## config.mk

```make
export PLATFORM = sky130hd
export DESIGN_NAME = data_mem_arbiter_flat
export DESIGN_NICKNAME = d
export VERILOG_FILES = /design/src/rtl/data_mem_arbiter_if.sv /design/src/rtl/data_mem_arbiter.sv /design/src/flat_wrapper.sv
export SDC_FILE = /design/constraint.sdc
export NUM_CORES = 1
export LEC_CHECK = 0
export CAP_MARGIN = 15
export CORE_MARGIN = 10
export CORE_UTILIZATION = 44
export DETAILED_ROUTE_END_ITERATION = 8
export PLACE_DENSITY = 0.87
export SETUP_SLACK_MARGIN = 0.2
export SYNTH_ARGS = -nofsm -noshare
export SYNTH_HDL_FRONTEND = slang
export SYNTH_SLANG_ARGS = --single-unit
```

## constraint.sdc

```tcl
create_clock -name clk -period 2.4 [get_ports clk]
set_input_delay 0.24 -clock clk [delete_from_list [all_inputs] [get_ports clk]]
set_output_delay 0.24 -clock clk [all_outputs]
set_load 0.02 [all_outputs]
```

## src/rtl/data_mem_arbiter_if.sv

```systemverilog
// Bus bundle between the two memory requesters, the arbiter and the data memory.
// The slave view belongs to the arbiter; the master view belongs to the requesters and memory.
interface data_mem_arbiter_if #(
   parameter int DATA_SIZE = 8,
   parameter int ADDR_SIZE = 5
);
   logic                 req0;
   logic                 we0;
   logic [ADDR_SIZE-1:0] addr0;
   logic [DATA_SIZE-1:0] wdata0;
   logic                 ack0;
   logic [DATA_SIZE-1:0] rdata0;

   logic                 req1;
   logic                 we1;
   logic [ADDR_SIZE-1:0] addr1;
   logic [DATA_SIZE-1:0] wdata1;
   logic                 ack1;
   logic [DATA_SIZE-1:0] rdata1;

   logic                 mem_w;
   logic [ADDR_SIZE-1:0] mem_addr;
   logic [DATA_SIZE-1:0] mem_wdata;
   logic [DATA_SIZE-1:0] mem_rdata;
   logic                 busy;

   modport slave (
      input  req0, we0, addr0, wdata0,
      input  req1, we1, addr1, wdata1,
      input  mem_rdata,
      output ack0, rdata0, ack1, rdata1,
      output mem_w, mem_addr, mem_wdata, busy
   );

   modport master (
      output req0, we0, addr0, wdata0,
      output req1, we1, addr1, wdata1,
      output mem_rdata,
      input  ack0, rdata0, ack1, rdata1,
      input  mem_w, mem_addr, mem_wdata, busy
   );
endinterface

```

## src/rtl/data_mem_arbiter.sv

```systemverilog
// Round-robin arbiter/sequencer giving two requesters turns on a single-port data memory.
// Each access runs IDLE (grant + latch) -> ACCESS (memory cycle) -> DONE (ack pulse).
module data_mem_arbiter #(
   parameter int DATA_SIZE = 8,
   parameter int ADDR_SIZE = 5
) (
   input logic                clk,
   input logic                rstn,
   data_mem_arbiter_if.slave  bus
);
   typedef enum logic [1:0] {
      IDLE   = 2'd0,
      ACCESS = 2'd1,
      DONE   = 2'd2
   } state_t;

   state_t               state_q, state_d;
   logic                 sel_q, sel_d;
   logic                 last_gnt_q, last_gnt_d;
   logic                 mem_w_q, mem_w_d;
   logic [ADDR_SIZE-1:0] mem_addr_q, mem_addr_d;
   logic [DATA_SIZE-1:0] mem_wdata_q, mem_wdata_d;
   logic                 ack0_q, ack0_d;
   logic                 ack1_q, ack1_d;
   logic [DATA_SIZE-1:0] rdata0_q, rdata0_d;
   logic [DATA_SIZE-1:0] rdata1_q, rdata1_d;
   logic                 pick;

   always_ff @(posedge clk or negedge rstn) begin
      if (!rstn) begin
         state_q     <= IDLE;
         sel_q       <= 1'b0;
         last_gnt_q  <= 1'b1;
         mem_w_q     <= 1'b0;
         mem_addr_q  <= '0;
         mem_wdata_q <= '0;
         ack0_q      <= 1'b0;
         ack1_q      <= 1'b0;
         rdata0_q    <= '0;
         rdata1_q    <= '0;
      end else begin
         state_q     <= state_d;
         sel_q       <= sel_d;
         last_gnt_q  <= last_gnt_d;
         mem_w_q     <= mem_w_d;
         mem_addr_q  <= mem_addr_d;
         mem_wdata_q <= mem_wdata_d;
         ack0_q      <= ack0_d;
         ack1_q      <= ack1_d;
         rdata0_q    <= rdata0_d;
         rdata1_q    <= rdata1_d;
      end
   end

   always_comb begin
      state_d     = state_q;
      sel_d       = sel_q;
      last_gnt_d  = last_gnt_q;
      mem_w_d     = mem_w_q;
      mem_addr_d  = mem_addr_q;
      mem_wdata_d = mem_wdata_q;
      ack0_d      = ack0_q;
      ack1_d      = ack1_q;
      rdata0_d    = rdata0_q;
      rdata1_d    = rdata1_q;
      pick        = 1'b0;

      case (state_q)
         IDLE: begin
            if (bus.req0 || bus.req1) begin
               // On a tie the port that did not win last time goes first.
               if (bus.req0 && bus.req1) pick = ~last_gnt_q;
               else                      pick = bus.req1;
               sel_d       = pick;
               last_gnt_d  = pick;
               mem_w_d     = pick ? bus.we1    : bus.we0;
               mem_addr_d  = pick ? bus.addr1  : bus.addr0;
               mem_wdata_d = pick ? bus.wdata1 : bus.wdata0;
               state_d     = ACCESS;
            end
         end
         ACCESS: begin
            mem_w_d = 1'b0;
            if (sel_q) begin
               ack1_d = 1'b1;
               if (!mem_w_q) rdata1_d = bus.mem_rdata;
            end else begin
               ack0_d = 1'b1;
               if (!mem_w_q) rdata0_d = bus.mem_rdata;
            end
            state_d = DONE;
         end
         DONE: begin
            ack0_d  = 1'b0;
            ack1_d  = 1'b0;
            state_d = IDLE;
         end
         default: begin
            state_d = IDLE;
         end
      endcase
   end

   assign bus.mem_w     = mem_w_q;
   assign bus.mem_addr  = mem_addr_q;
   assign bus.mem_wdata = mem_wdata_q;
   assign bus.ack0      = ack0_q;
   assign bus.ack1      = ack1_q;
   assign bus.rdata0    = rdata0_q;
   assign bus.rdata1    = rdata1_q;
   assign bus.busy      = (state_q != IDLE);
endmodule

```

## src/flat_wrapper.sv

```systemverilog
// flat-port wrapper written by rule: the top's interface ports become plain ports
module data_mem_arbiter_flat 
#(
   parameter int DATA_SIZE = 8,
   parameter int ADDR_SIZE = 5
)
  (clk, rstn, bus_req0, bus_we0, bus_addr0, bus_wdata0, bus_req1, bus_we1, bus_addr1, bus_wdata1, bus_mem_rdata, bus_ack0, bus_rdata0, bus_ack1, bus_rdata1, bus_mem_w, bus_mem_addr, bus_mem_wdata, bus_busy);
  data_mem_arbiter_if #(.DATA_SIZE(DATA_SIZE), .ADDR_SIZE(ADDR_SIZE)) bus_i ();
  input logic clk;
  input logic rstn;
  input wire logic [$bits(bus_i.req0)-1:0] bus_req0;
  input wire logic [$bits(bus_i.we0)-1:0] bus_we0;
  input wire logic [$bits(bus_i.addr0)-1:0] bus_addr0;
  input wire logic [$bits(bus_i.wdata0)-1:0] bus_wdata0;
  input wire logic [$bits(bus_i.req1)-1:0] bus_req1;
  input wire logic [$bits(bus_i.we1)-1:0] bus_we1;
  input wire logic [$bits(bus_i.addr1)-1:0] bus_addr1;
  input wire logic [$bits(bus_i.wdata1)-1:0] bus_wdata1;
  input wire logic [$bits(bus_i.mem_rdata)-1:0] bus_mem_rdata;
  output wire logic [$bits(bus_i.ack0)-1:0] bus_ack0;
  output wire logic [$bits(bus_i.rdata0)-1:0] bus_rdata0;
  output wire logic [$bits(bus_i.ack1)-1:0] bus_ack1;
  output wire logic [$bits(bus_i.rdata1)-1:0] bus_rdata1;
  output wire logic [$bits(bus_i.mem_w)-1:0] bus_mem_w;
  output wire logic [$bits(bus_i.mem_addr)-1:0] bus_mem_addr;
  output wire logic [$bits(bus_i.mem_wdata)-1:0] bus_mem_wdata;
  output wire logic [$bits(bus_i.busy)-1:0] bus_busy;
  assign bus_i.req0 = bus_req0;
  assign bus_i.we0 = bus_we0;
  assign bus_i.addr0 = bus_addr0;
  assign bus_i.wdata0 = bus_wdata0;
  assign bus_i.req1 = bus_req1;
  assign bus_i.we1 = bus_we1;
  assign bus_i.addr1 = bus_addr1;
  assign bus_i.wdata1 = bus_wdata1;
  assign bus_i.mem_rdata = bus_mem_rdata;
  assign bus_ack0 = bus_i.ack0;
  assign bus_rdata0 = bus_i.rdata0;
  assign bus_ack1 = bus_i.ack1;
  assign bus_rdata1 = bus_i.rdata1;
  assign bus_mem_w = bus_i.mem_w;
  assign bus_mem_addr = bus_i.mem_addr;
  assign bus_mem_wdata = bus_i.mem_wdata;
  assign bus_busy = bus_i.busy;
  data_mem_arbiter #(.DATA_SIZE(DATA_SIZE), .ADDR_SIZE(ADDR_SIZE)) u_core (.clk(clk), .rstn(rstn), .bus(bus_i));
endmodule
```

==> impl_metrics.yaml <==
outcome:
  status: "finished clean"
synth:
  synth_area_um2: 1570
  yosys.area.top_type: "dfrtp_1"
  synth-edff-count: 0
  netlist_top_cells_count: "35 x dfrtp_1, 34 x mux2_2, 8 x mux2_4"
  syn_inst: 104
  ys_seq_elements: 36
  yosysSeqAreaShare_pct: 57.4
  synth_most_common_cell: "dfrtp_1"
  synthFlopType: "dfrtp_1"
  yosysUniqueCellTypes: 20
  synth_nets: 144
  yosys-top-cells-area: "dfrtp_1 56%, mux2_2 24%, mux2_4 7.6%"
  synth_top_cell_area_share_pct: 55.7
  synth.avg_cell_area_um2: 15.1
  synthArstFlopShare_pct: 100
  yosysWarnings: 0
sta:
  max_freq_mhz: 531
  holdWs_ns: 0.513
  worst_pin_slew_ns: 0.791
  finalSetupTns_ns: 0
  final_max_slew_viol_count: 0
  worst_slack_ns: 0.516
  period_share_pct: 78.5
  maxSlewHeadroom_pct: 47.3
  finClkSkew_ns: 0.00943
  setup_viol_count_final: 0
  hold_viol: 0
  finalCriticalPeriod_ns: 1.88
  grt_setup_unrepaired: "no"
power_and_ir_drop:
  swShare_pct: 37.3
  power.switching_mw: 1.17
  p_int_mw: 1.96
  p_comb_share_pct: 55.0
  power.share.sequential_pct: 35.5
  p_leak_nw: 1.03
  p_per_area_nw_per_um2: 1310
  clkPwrFrac_pct: 9.6
  worst_ir_drop_vdd_v: 0.000760
global_routing:
  grt_pass1_vias: 1250
  grt_pass1_wl_um: 6600
  grt_overflow_total: 0
  grt_max_degree: 37
  grt_util_all_layers_pct: 13.5
  antenna_found_initial: 0
floorplanning:
  start_util_pct: 46.4
  rows: 21
  core-area_um2: 3390
  die_x_um: 79.8
  die_area_um2: 6370
  die_h_um: 79.8
  ioPinCount: 73
placed_design:
  dp_hpwl_um: 3350
  port_buffers: 72
  post-place-ws_ns: 0.478
  place_area_um2: 2330
  globalplace.congestion: 0.715
flow_run:
  max_cap_viol_count: 0
cells_and_area:
  fin_nets: 223
  area_delta_synth_final_pct: 51.9
  fillers: 255
  multiInputGateArea_um2: 624
  antenna_cells: 0
  design_area_um2: 2390
  ff_latch_area_um2: 902
  drive_above_1_share_pct: 29.5
min_path:
  holdCritStartpoint: "bus_req0"
  hp-class: "in -> reg"
clocking:
  root_buffer: "clkbuf_4"
  clk_latency_ns: 0.34
  cts_buffers: 5
  clockBufferDepth: 2
  cts.repair.resized: 0
  clock-sinks: 36
  hold_buffers: 1
  cts_setup_buffers: 0
  htreeDepth: 2
  cts_tree: "yes"
  path_clk_slew_ns: 0.11
worst_setup_path:
  end_kind: "primary output"
  worstPathArrival_ns: 1.64
  r2r_start: "u_core.state_q[1]$_DFFE_PN0P_"
  cp.required_ns: 2.16
  cp-start-kind: "flop"
  path_class: "reg -> out"
  critPathLaunch: "u_core.state_q[0]$_DFFE_PN0P_"
  cp_max_fo: 4
routing:
  wirelength_um: 4230
  viasPerCell: 4.81
  drtAntennaViolNets: 0
  drc: 0
  drt_pre_antenna_iters: 4
  via_count: 1102
  drtIter0Drc: 48
  routed.top_layer: "met4"
  wl_per_cell_um: 18.5
  met3_length_um: 205
  met1_length_um: 1500
  met2_wirelength_um: 2470
-- critical path, stage by stage, from the launching register on --
cell and delay (ns):
dfrtp_1 0.42, nor2_1 0.23, inv_1 0.10, clkdlybuf4s50_1 0.56
-- worst paths after layout --
check	slack (ns)	cells after the start	end
hold / removal	0.51	2	u_core.last_gnt_q$_DFFE_PN1P_
setup / recovery	0.52	3	bus_busy
hold reg to reg	0.51	1	u_core.bus.mem_wdata[6]$_DFFE_PN0P_
setup reg to reg	0.59	3	u_core.bus.rdata1[7]$_DFFE_PN0P_
max in group asynchronous	1.38	2	u_core.bus.mem_w$_DFFE_PN0P_
min in group asynchronous	0.52	2	u_core.bus.rdata0[7]$_DFFE_PN0P_
-- flip-flops by register name, summed over array words and instances, names as in the netlist --
register	cells
u_core.state_q	2
u_core.sel_q	1
u_core.bus.ack0	1
u_core.bus.mem_addr	5
u_core.bus.mem_wdata	8
u_core.bus.rdata1	8
u_core.bus.rdata0	8
u_core.bus.ack1	1
u_core.bus.mem_w	1
u_core.last_gnt_q	1
-- metrics by stage --
stage,power (mW),instances,util (%)
after floorplan,2.03,104,-
after global placement,2.80,221,68.8
after detailed placement,2.86,221,68.8
after CTS,3.16,229,70.5
after global routing,3.30,229,70.5
final,3.12,229,70.5
-- power by group through the flow --
stage | Combinational [mW] | Sequential (mW) | Clock, mW
finish | 1.72 | 1.11 | 0.298
global route | 1.81 | 1.15 | 0.337
CTS | 1.75 | 1.11 | 0.308
detailed placement | 1.74 | 1.12 | 0
global placement | 1.70 | 1.10 | 0
floorplan | 0.591 | 1.44 | 0
-- cells by family after synthesis --
group | share of synthesized area (%)
buf+inv | 2.94
flops | 57.4
compound gates | 3.50
simple gates | 2.94
mux | 33.3
-- area by class of cell --
type	instances	area share [%]
clock buffer	6	1.73
clock inverter	1	0.209
inverter	5	0.785
multi-input combinational	60	26.1
sequential	36	37.7
tap	46	2.41
timing repair buffer	75	31.0
-- routing by layer --
layer	global-route usage [%]	vias to the layer above
met4	5.28	0
met3	4.50	5
met2	25.2	26
met5	0	-
met1	13.4	550
li1	-	521
-- cells in the final DEF (no fill, tap or decap), types with 2 or more instances in the layout --
master	count
clkdlybuf4s50_1	71
dfrtp_1	35
mux2_2	34
mux2_4	8
inv_1	5
clkbuf_4	5
o21ai_0	4
nor2_1	2
mux2i_1	2
buf_4	2
Power figures use the tool's default switching activity.
